## src/rtl/intr_sched.sv

```systemverilog
// intr_sched: three-bus interrupt scheduler with per-channel enables, a
// non-preemptive grant/ack handshake, a grant timeout and a sticky fault mask.
//
// Ports:
//   clk          single clock, all state on the rising edge
//   rst          synchronous, active-high reset
//   irq_a/b/c    level requests, bus A highest priority, bus C lowest
//   en           per-channel enable shared by all three buses
//   ack          requester acknowledge of the current grant
//   fclr         clears the whole fault mask
//   grant_valid  a grant is being offered
//   grant_bus    bus of the granted channel (0=A, 1=B, 2=C)
//   grant_ch     channel index of the grant
//   busy         FSM is not idle
//   timeout_err  one-cycle pulse when a grant expires without ack
//   fault        at least one fault-mask bit is set
module intr_sched #(
  parameter int unsigned NCH     = 9,
  parameter int unsigned TIMEOUT = 15
) (
  input  logic           clk,
  input  logic           rst,
  input  logic [NCH-1:0] irq_a,
  input  logic [NCH-1:0] irq_b,
  input  logic [NCH-1:0] irq_c,
  input  logic [NCH-1:0] en,
  input  logic           ack,
  input  logic           fclr,
  output logic           grant_valid,
  output logic [1:0]     grant_bus,
  output logic [3:0]     grant_ch,
  output logic           busy,
  output logic           timeout_err,
  output logic           fault
);

  localparam logic [1:0] S_IDLE  = 2'd0;
  localparam logic [1:0] S_GRANT = 2'd1;
  localparam logic [1:0] S_DONE  = 2'd2;

  localparam logic [7:0] TMO_LAST = 8'(TIMEOUT - 1);

  logic [1:0]            r_state;
  logic [2:0][NCH-1:0]   r_pend;
  logic [2:0][NCH-1:0]   r_fmask;
  logic [7:0]            r_timer;
  logic [1:0]            r_bus;
  logic [3:0]            r_ch;
  logic                  r_tmo;

  logic [2:0][NCH-1:0]   w_irq;
  logic [2:0][NCH-1:0]   w_set;
  logic [2:0][NCH-1:0]   w_elig;
  logic [2:0][NCH-1:0]   w_gmask;
  logic [2:0][NCH-1:0]   w_clr;
  logic [2:0][NCH-1:0]   w_fset;
  logic                  w_any;
  logic [1:0]            w_bus;
  logic [3:0]            w_ch;
  logic                  w_timeout;
  logic                  w_done;

  // Index 0 is bus A so that the scan below visits buses in priority order.
  always_comb begin
    w_irq = {irq_c, irq_b, irq_a};
    for (int unsigned b = 0; b < 3; b++) begin
      w_set[b]  = w_irq[b] & en;
      w_elig[b] = r_pend[b] & ~r_fmask[b] & en;
    end
  end

  // First eligible bit in (bus, channel) ascending order wins.
  always_comb begin
    w_any = 1'b0;
    w_bus = '0;
    w_ch  = '0;
    for (int unsigned b = 0; b < 3; b++) begin
      for (int unsigned c = 0; c < NCH; c++) begin
        if (!w_any && w_elig[b][c]) begin
          w_any = 1'b1;
          w_bus = 2'(b);
          w_ch  = 4'(c);
        end
      end
    end
  end

  // One-hot mask of the currently latched grant.
  always_comb begin
    for (int unsigned b = 0; b < 3; b++) begin
      for (int unsigned c = 0; c < NCH; c++) begin
        w_gmask[b][c] = (r_bus == 2'(b)) && (r_ch == 4'(c));
      end
    end
  end

  always_comb begin
    w_timeout = (r_state == S_GRANT) && !ack && (r_timer == TMO_LAST);
    w_done    = (r_state == S_DONE);
    w_clr     = w_done    ? w_gmask : '0;
    w_fset    = w_timeout ? w_gmask : '0;
  end

  always_ff @(posedge clk) begin
    if (rst) begin
      r_state <= S_IDLE;
      r_pend  <= '0;
      r_fmask <= '0;
      r_timer <= '0;
      r_bus   <= '0;
      r_ch    <= '0;
      r_tmo   <= 1'b0;
    end else begin
      // Clear is applied after set so a DONE clear wins over a same-cycle set.
      r_pend  <= (r_pend | w_set) & ~w_clr;
      // A new fault bit survives a simultaneous fclr.
      r_fmask <= (fclr ? '0 : r_fmask) | w_fset;
      r_tmo   <= w_timeout;
      case (r_state)
        S_IDLE: begin
          if (w_any) begin
            r_bus   <= w_bus;
            r_ch    <= w_ch;
            r_timer <= '0;
            r_state <= S_GRANT;
          end
        end
        S_GRANT: begin
          if (ack) begin
            r_state <= S_DONE;
          end else if (w_timeout) begin
            r_state <= S_IDLE;
          end else begin
            r_timer <= r_timer + 8'd1;
          end
        end
        S_DONE:  r_state <= S_IDLE;
        default: r_state <= S_IDLE;
      endcase
    end
  end

  assign grant_valid = (r_state == S_GRANT);
  assign busy        = (r_state != S_IDLE);
  assign grant_bus   = r_bus;
  assign grant_ch    = r_ch;
  assign timeout_err = r_tmo;
  assign fault       = |r_fmask;

endmodule
```

## config.mk

```make
export PLATFORM = sky130hd
export DESIGN_NAME = intr_sched
export DESIGN_NICKNAME = d
export VERILOG_FILES = /design/src/rtl/intr_sched.sv
export SDC_FILE = /design/constraint.sdc
export NUM_CORES = 1
export LEC_CHECK = 0
export CORE_ASPECT_RATIO = 1.75
export CORE_MARGIN = 3
export CORE_UTILIZATION = 48
export DETAILED_ROUTE_END_ITERATION = 16
export MAX_ROUTING_LAYER = met4
export PLACE_DENSITY = 0.81
export SLEW_MARGIN = 20
export SYNTH_ARGS = -nofsm -noshare
export SYNTH_HDL_FRONTEND = slang
export SYNTH_SLANG_ARGS = --single-unit
export TNS_END_PERCENT = 30
```

## constraint.sdc

```tcl
create_clock -name clk -period 2 [get_ports clk]
set_clock_uncertainty 0.05 [all_clocks]
set_input_delay 0.2 -clock clk [delete_from_list [all_inputs] [get_ports clk]]
set_output_delay 0.2 -clock clk [all_outputs]
set_load 0.05 [all_outputs]
```

==> run_results.csv <==
group,metric,value,unit
logic_synthesis,mappedNetlistNets,397,
route,detail_route.first_pass.iterations,5,
die,floorplan.rows,38,
sta,max_freq,479,MHz
route,remaining_drc_errors,0,
die,floorplan.die_area,7690,um^2
sta,final-hold-violation-count,0,
route,detailedRoute.firstIterationViolations,222,
sta,tightest_slew,517,ps
setup_path,worst-path-max-fanout,6,
global_route,met2_track_usage_gr,54.0,%
final_layout,finish.net_count,543,
setup_path,timing.critical_path.required,2180,ps
power_and_ir_drop,power.density_cell_area,689,nW/um^2
setup_path,setup.worst_path.start_class,"flop",
logic_synthesis,async_reset_ff_share,0,%
sta,setup_slack,-86.5,ps
setup_path,critical_path_buf_inv_count,0,
global_route,globalRouteMet3Util,5.62,%
setup_path,setup.worst_path.class,"reg2reg",
route,detail_route.wirelength,11300,um
die,die_width,67.6,um
power_and_ir_drop,p_comb_share,24.6,%
route,drtAntennaViolNets,0,
logic_synthesis,syn-mean-instance-area,8.98,um^2
setup_path,timing.critical_path.max_delay_family,"compound AO/OA/AOI/OAI gates",
cts,number_of_buffers_created_by_cts,9,
power_and_ir_drop,seq_power_share,45.7,%
global_route,maximum_number_of_pins_on_one_net_before_global_route_repair,49,
setup_path,endpoint_kind,"flop",
global_route,grt_antenna_before_repair,0,
power_and_ir_drop,power.share.switching,29.9,%
global_route,grtUsageMet1,32.0,%
die,placeableCoreArea,6320,um^2
logic_synthesis,postSynthCellCount,355,
cts,cts.root.buffer_cell,"sky130_fd_sc_hd__clkbuf_8",
worst_hold_path,hold_path_class,"in2reg",
sta,finalCritPeriodShare,104,%
logic_synthesis,sequential_to_total_area_share_from_yosys_stat,44.6,%
die,die-height,114,um
final_layout,drive_above_1_share,29.7,%
status,run_status,"finished with violations",
sta,fin_tns_setup,-374,ps
sta,max-slew-margin-rel,65.5,%
cts,clock_edge_transition_at_the_registers_on_the_reported_setup_and_hold_paths,70,ps
setup_path,cp_slowest_stage_delay,460,ps
cts,clock_tree.htree_level_count,3,
flow_run,max-cap-violations,0,
power_and_ir_drop,p_sw,0.000998,W
setup_path,arrival,2270,ps
route,post_drt_via_cell_ratio,6.01,
cts,sinks_on_clock_net,71,
sta,final-setup-viol-count,13,
status,violations,"negative setup slack",
die,io-pin-count,50,
logic_synthesis,synth_enable_flop_cells,0,
final_layout,syn_to_final_growth,51.6,%
global_route,grt_first_pass_wirelength,17300,um
logic_synthesis,number_of_unique_standard_cell_types_used_by_synthesis,44,
placement,place.detailed.hpwl,8150,um
logic_synthesis,synth.cell_area,3190,um^2
cts,cts_tree,"built",
power_and_ir_drop,internal_power,0.00233,W
placement,buffer_ports.inserted,49,
sta,final.min_clock_period,2090,ps
power_and_ir_drop,peakVddDrop,526,uV
logic_synthesis,synthesis.yosys.warnings,0,
die,effective_utilization_at_floorplan,50.4,%
setup_path,cp_slowest_cell,"sky130_fd_sc_hd__o41a_1",
global_route,grtUsageTotal,31.4,%
final_layout,count_of_antenna_diodes_in_the_layout,0,
sta,unrepaired_setup_endpoints_after_global_routing,"yes",
placement,gp_routability_congestion,1.07,
power_and_ir_drop,leakagePower,2.03,nW
setup_path,critical_path_cell_list,"and3b_1 -> o21ba_4 -> nor4b_4 -> nand4_2 -> o41a_1 -> mux2i_1 -> nor2_1",
global_route,grt-busiest-layer,"met2",
cts,clock_latency,360,ps
sta,timing.final.max_slew_violations,0,
logic_synthesis,postSynthRegisterBits,71,
global_route,grt_pass1_vias,3602,
sta,whs,289,ps
logic_synthesis,dominantRegCellSynth,"sky130_fd_sc_hd__dfxtp_1",
route,num_vias,3516,
cts,clock_tree.buffer_depth,2,
global_route,congestion_overflow_gr,0,
route,avgRoutedWirePerCell,19.2,um
power_and_ir_drop,clkPwrFrac,29.7,%
==> area by class of cell <==
| class | instances | area [um^2] |
|---|---|---|
| multi-input combinational | 263 | 1880 |
| clock buffer | 14 | 153 |
| inverter | 11 | 41.3 |
| fill | 461 | 1490 |
| sequential | 71 | 1430 |
| clock inverter | 1 | 5.00 |
| timing repair buffer | 145 | 1230 |
| tap | 80 | 100 |
==> cells in the final DEF (no fill, tap or decap), drive strengths merged, types with 2 or more instances in the layout <==
cell type      count
ha                 2
and2               2
or3                2
o211a              3
o21ai             11
nor3b              2
clkdlybuf4s50     39
nand2             30
a32oi              3
a311oi             4
nor2              24
nor4b              3
and3               3
a22o              18
nand3b            23
o21a               2
buf               98
a21oi             36
dlygate4sd2        7
o31ai              6
a211oi            29
dfxtp             71
nand3              5
nand4              3
nand2b            14
and3b              4
clkbuf            14
nor3              10
nor4               9
inv               11
o32ai              3
or4                2
==> what timing repair did <==
| action | 4_1_cts | 5_1_grt |
|---|---|---|
| setup endpoints to repair | 20 | 43 |
| gates resized for setup | 24 | 38 |
| pin swaps | 12 | 10 |
| hold buffers | 0 | 0 |
| buffers inserted | 5 | 4 |
| cloned | 1 | 1 |
==> final timing paths <==
| path | startpoint | end | slack, ps | depth (start not counted) |
|---|---|---|---|---|
| hold / removal | en[4] | r_pend[22]$_SDFF_PP0_ | 290 | 3 |
| hold reg to reg | r_fmask[8]$_SDFF_PP0_ | r_fmask[8]$_SDFF_PP0_ | 440 | 2 |
| setup / recovery | r_fmask[6]$_SDFF_PP0_ | grant_ch[0]$_SDFFE_PP0P_ | -90 | 7 |
| setup reg to reg | r_fmask[6]$_SDFF_PP0_ | grant_ch[0]$_SDFFE_PP0P_ | -90 | 7 |
==> flip-flops by register name (all words and copies together) (netlist names) <==
register     cells
r_timer          8
timeout_err      1
r_state          2
r_fmask         27
grant_bus        2
r_pend          27
grant_ch         4
==> synthesized netlist by cell type, drive strengths merged (2+ instances only) <==
| library cell | n | area share (%) |
|---|---|---|
| a211oi | 29 | 6.8 |
| a21oi | 36 | 5.8 |
| a22o | 18 | 4.9 |
| a311oi | 4 | 1.1 |
| a32oi | 3 | 0.82 |
| and2 | 2 | 0.39 |
| and3 | 3 | 0.59 |
| and3b | 4 | 1.1 |
| clkbuf | 11 | 1.3 |
| dfxtp | 71 | 45 |
| ha | 2 | 0.78 |
| inv | 11 | 1.3 |
| nand2 | 30 | 3.5 |
| nand2b | 14 | 3.0 |
| nand3 | 5 | 0.78 |
| nand3b | 23 | 5.4 |
| nand4 | 3 | 0.78 |
| nor2 | 24 | 2.8 |
| nor3 | 10 | 1.6 |
| nor3b | 2 | 0.47 |
| nor4 | 9 | 1.8 |
| nor4b | 3 | 1.5 |
| o211a | 3 | 0.94 |
| o21ai | 11 | 1.7 |
| o31ai | 6 | 1.4 |
| o32ai | 3 | 0.82 |
| or3 | 2 | 0.39 |
| or4 | 2 | 0.47 |
==> through the flow <==
stage | instance area (um^2) | utilization (%) | setup WS [ps] | cells | total power [W]
3_5_place_dp | 4400 | 69.5 | -580 | 560 | 0.00229
3_3_place_gp | 4400 | 69.5 | -480 | 560 | 0.00227
2_1_floorplan | 3190 | - | 18.7 | 355 | 0.00191
6_report | 4830 | 76.4 | -86.5 | 585 | 0.00333
5_1_grt | 4830 | 76.4 | -174 | 585 | 0.00346
4_1_cts | 4670 | 73.8 | -74.0 | 581 | 0.00330
==> per-layer routing <==
metal | up-vias | part of all wire [%]
met5 | - | 0
met2 | 131 | 53
li1 | 1650 | -
met4 | 0 | 6.2
met1 | 1680 | 36
met3 | 55 | 4.8
==> logic make-up (layout without fill, tap and decap cells) <==
family	Yosys count	count (layout)	synth area share, %
AND/OR/NAND/NOR	140	140	25.6
AO/OA/AOI/OAI	119	120	26.1
flip-flops	71	71	44.6
buffers and inverters	22	171	2.59
adder cells (fa/ha/maj)	2	2	0.785
multiplexers	1	1	0.314
==> worst reg2reg max path, stage by stage, from the launching register on <==
cell and delay, ps:
sky130_fd_sc_hd__dfxtp_2 330, sky130_fd_sc_hd__and3b_1 200, sky130_fd_sc_hd__o21ba_4 230, sky130_fd_sc_hd__nor4b_4 250, sky130_fd_sc_hd__nand4_2 180, sky130_fd_sc_hd__o41a_1 460, sky130_fd_sc_hd__mux2i_1 200, sky130_fd_sc_hd__nor2_1 60
==> power groups by stage <==
| stage | logic, W | registers, W | clock network [W] |
|---|---|---|---|
| after floorplan | 0.000311 | 0.00160 | 0 |
| after global placement | 0.000724 | 0.00155 | 0 |
| after detailed placement | 0.000737 | 0.00155 | 0 |
| after CTS | 0.000785 | 0.00152 | 0.000992 |
| after global routing | 0.000880 | 0.00153 | 0.00105 |
| final | 0.000819 | 0.00152 | 0.000989 |
(Power assumes the default switching activity.)
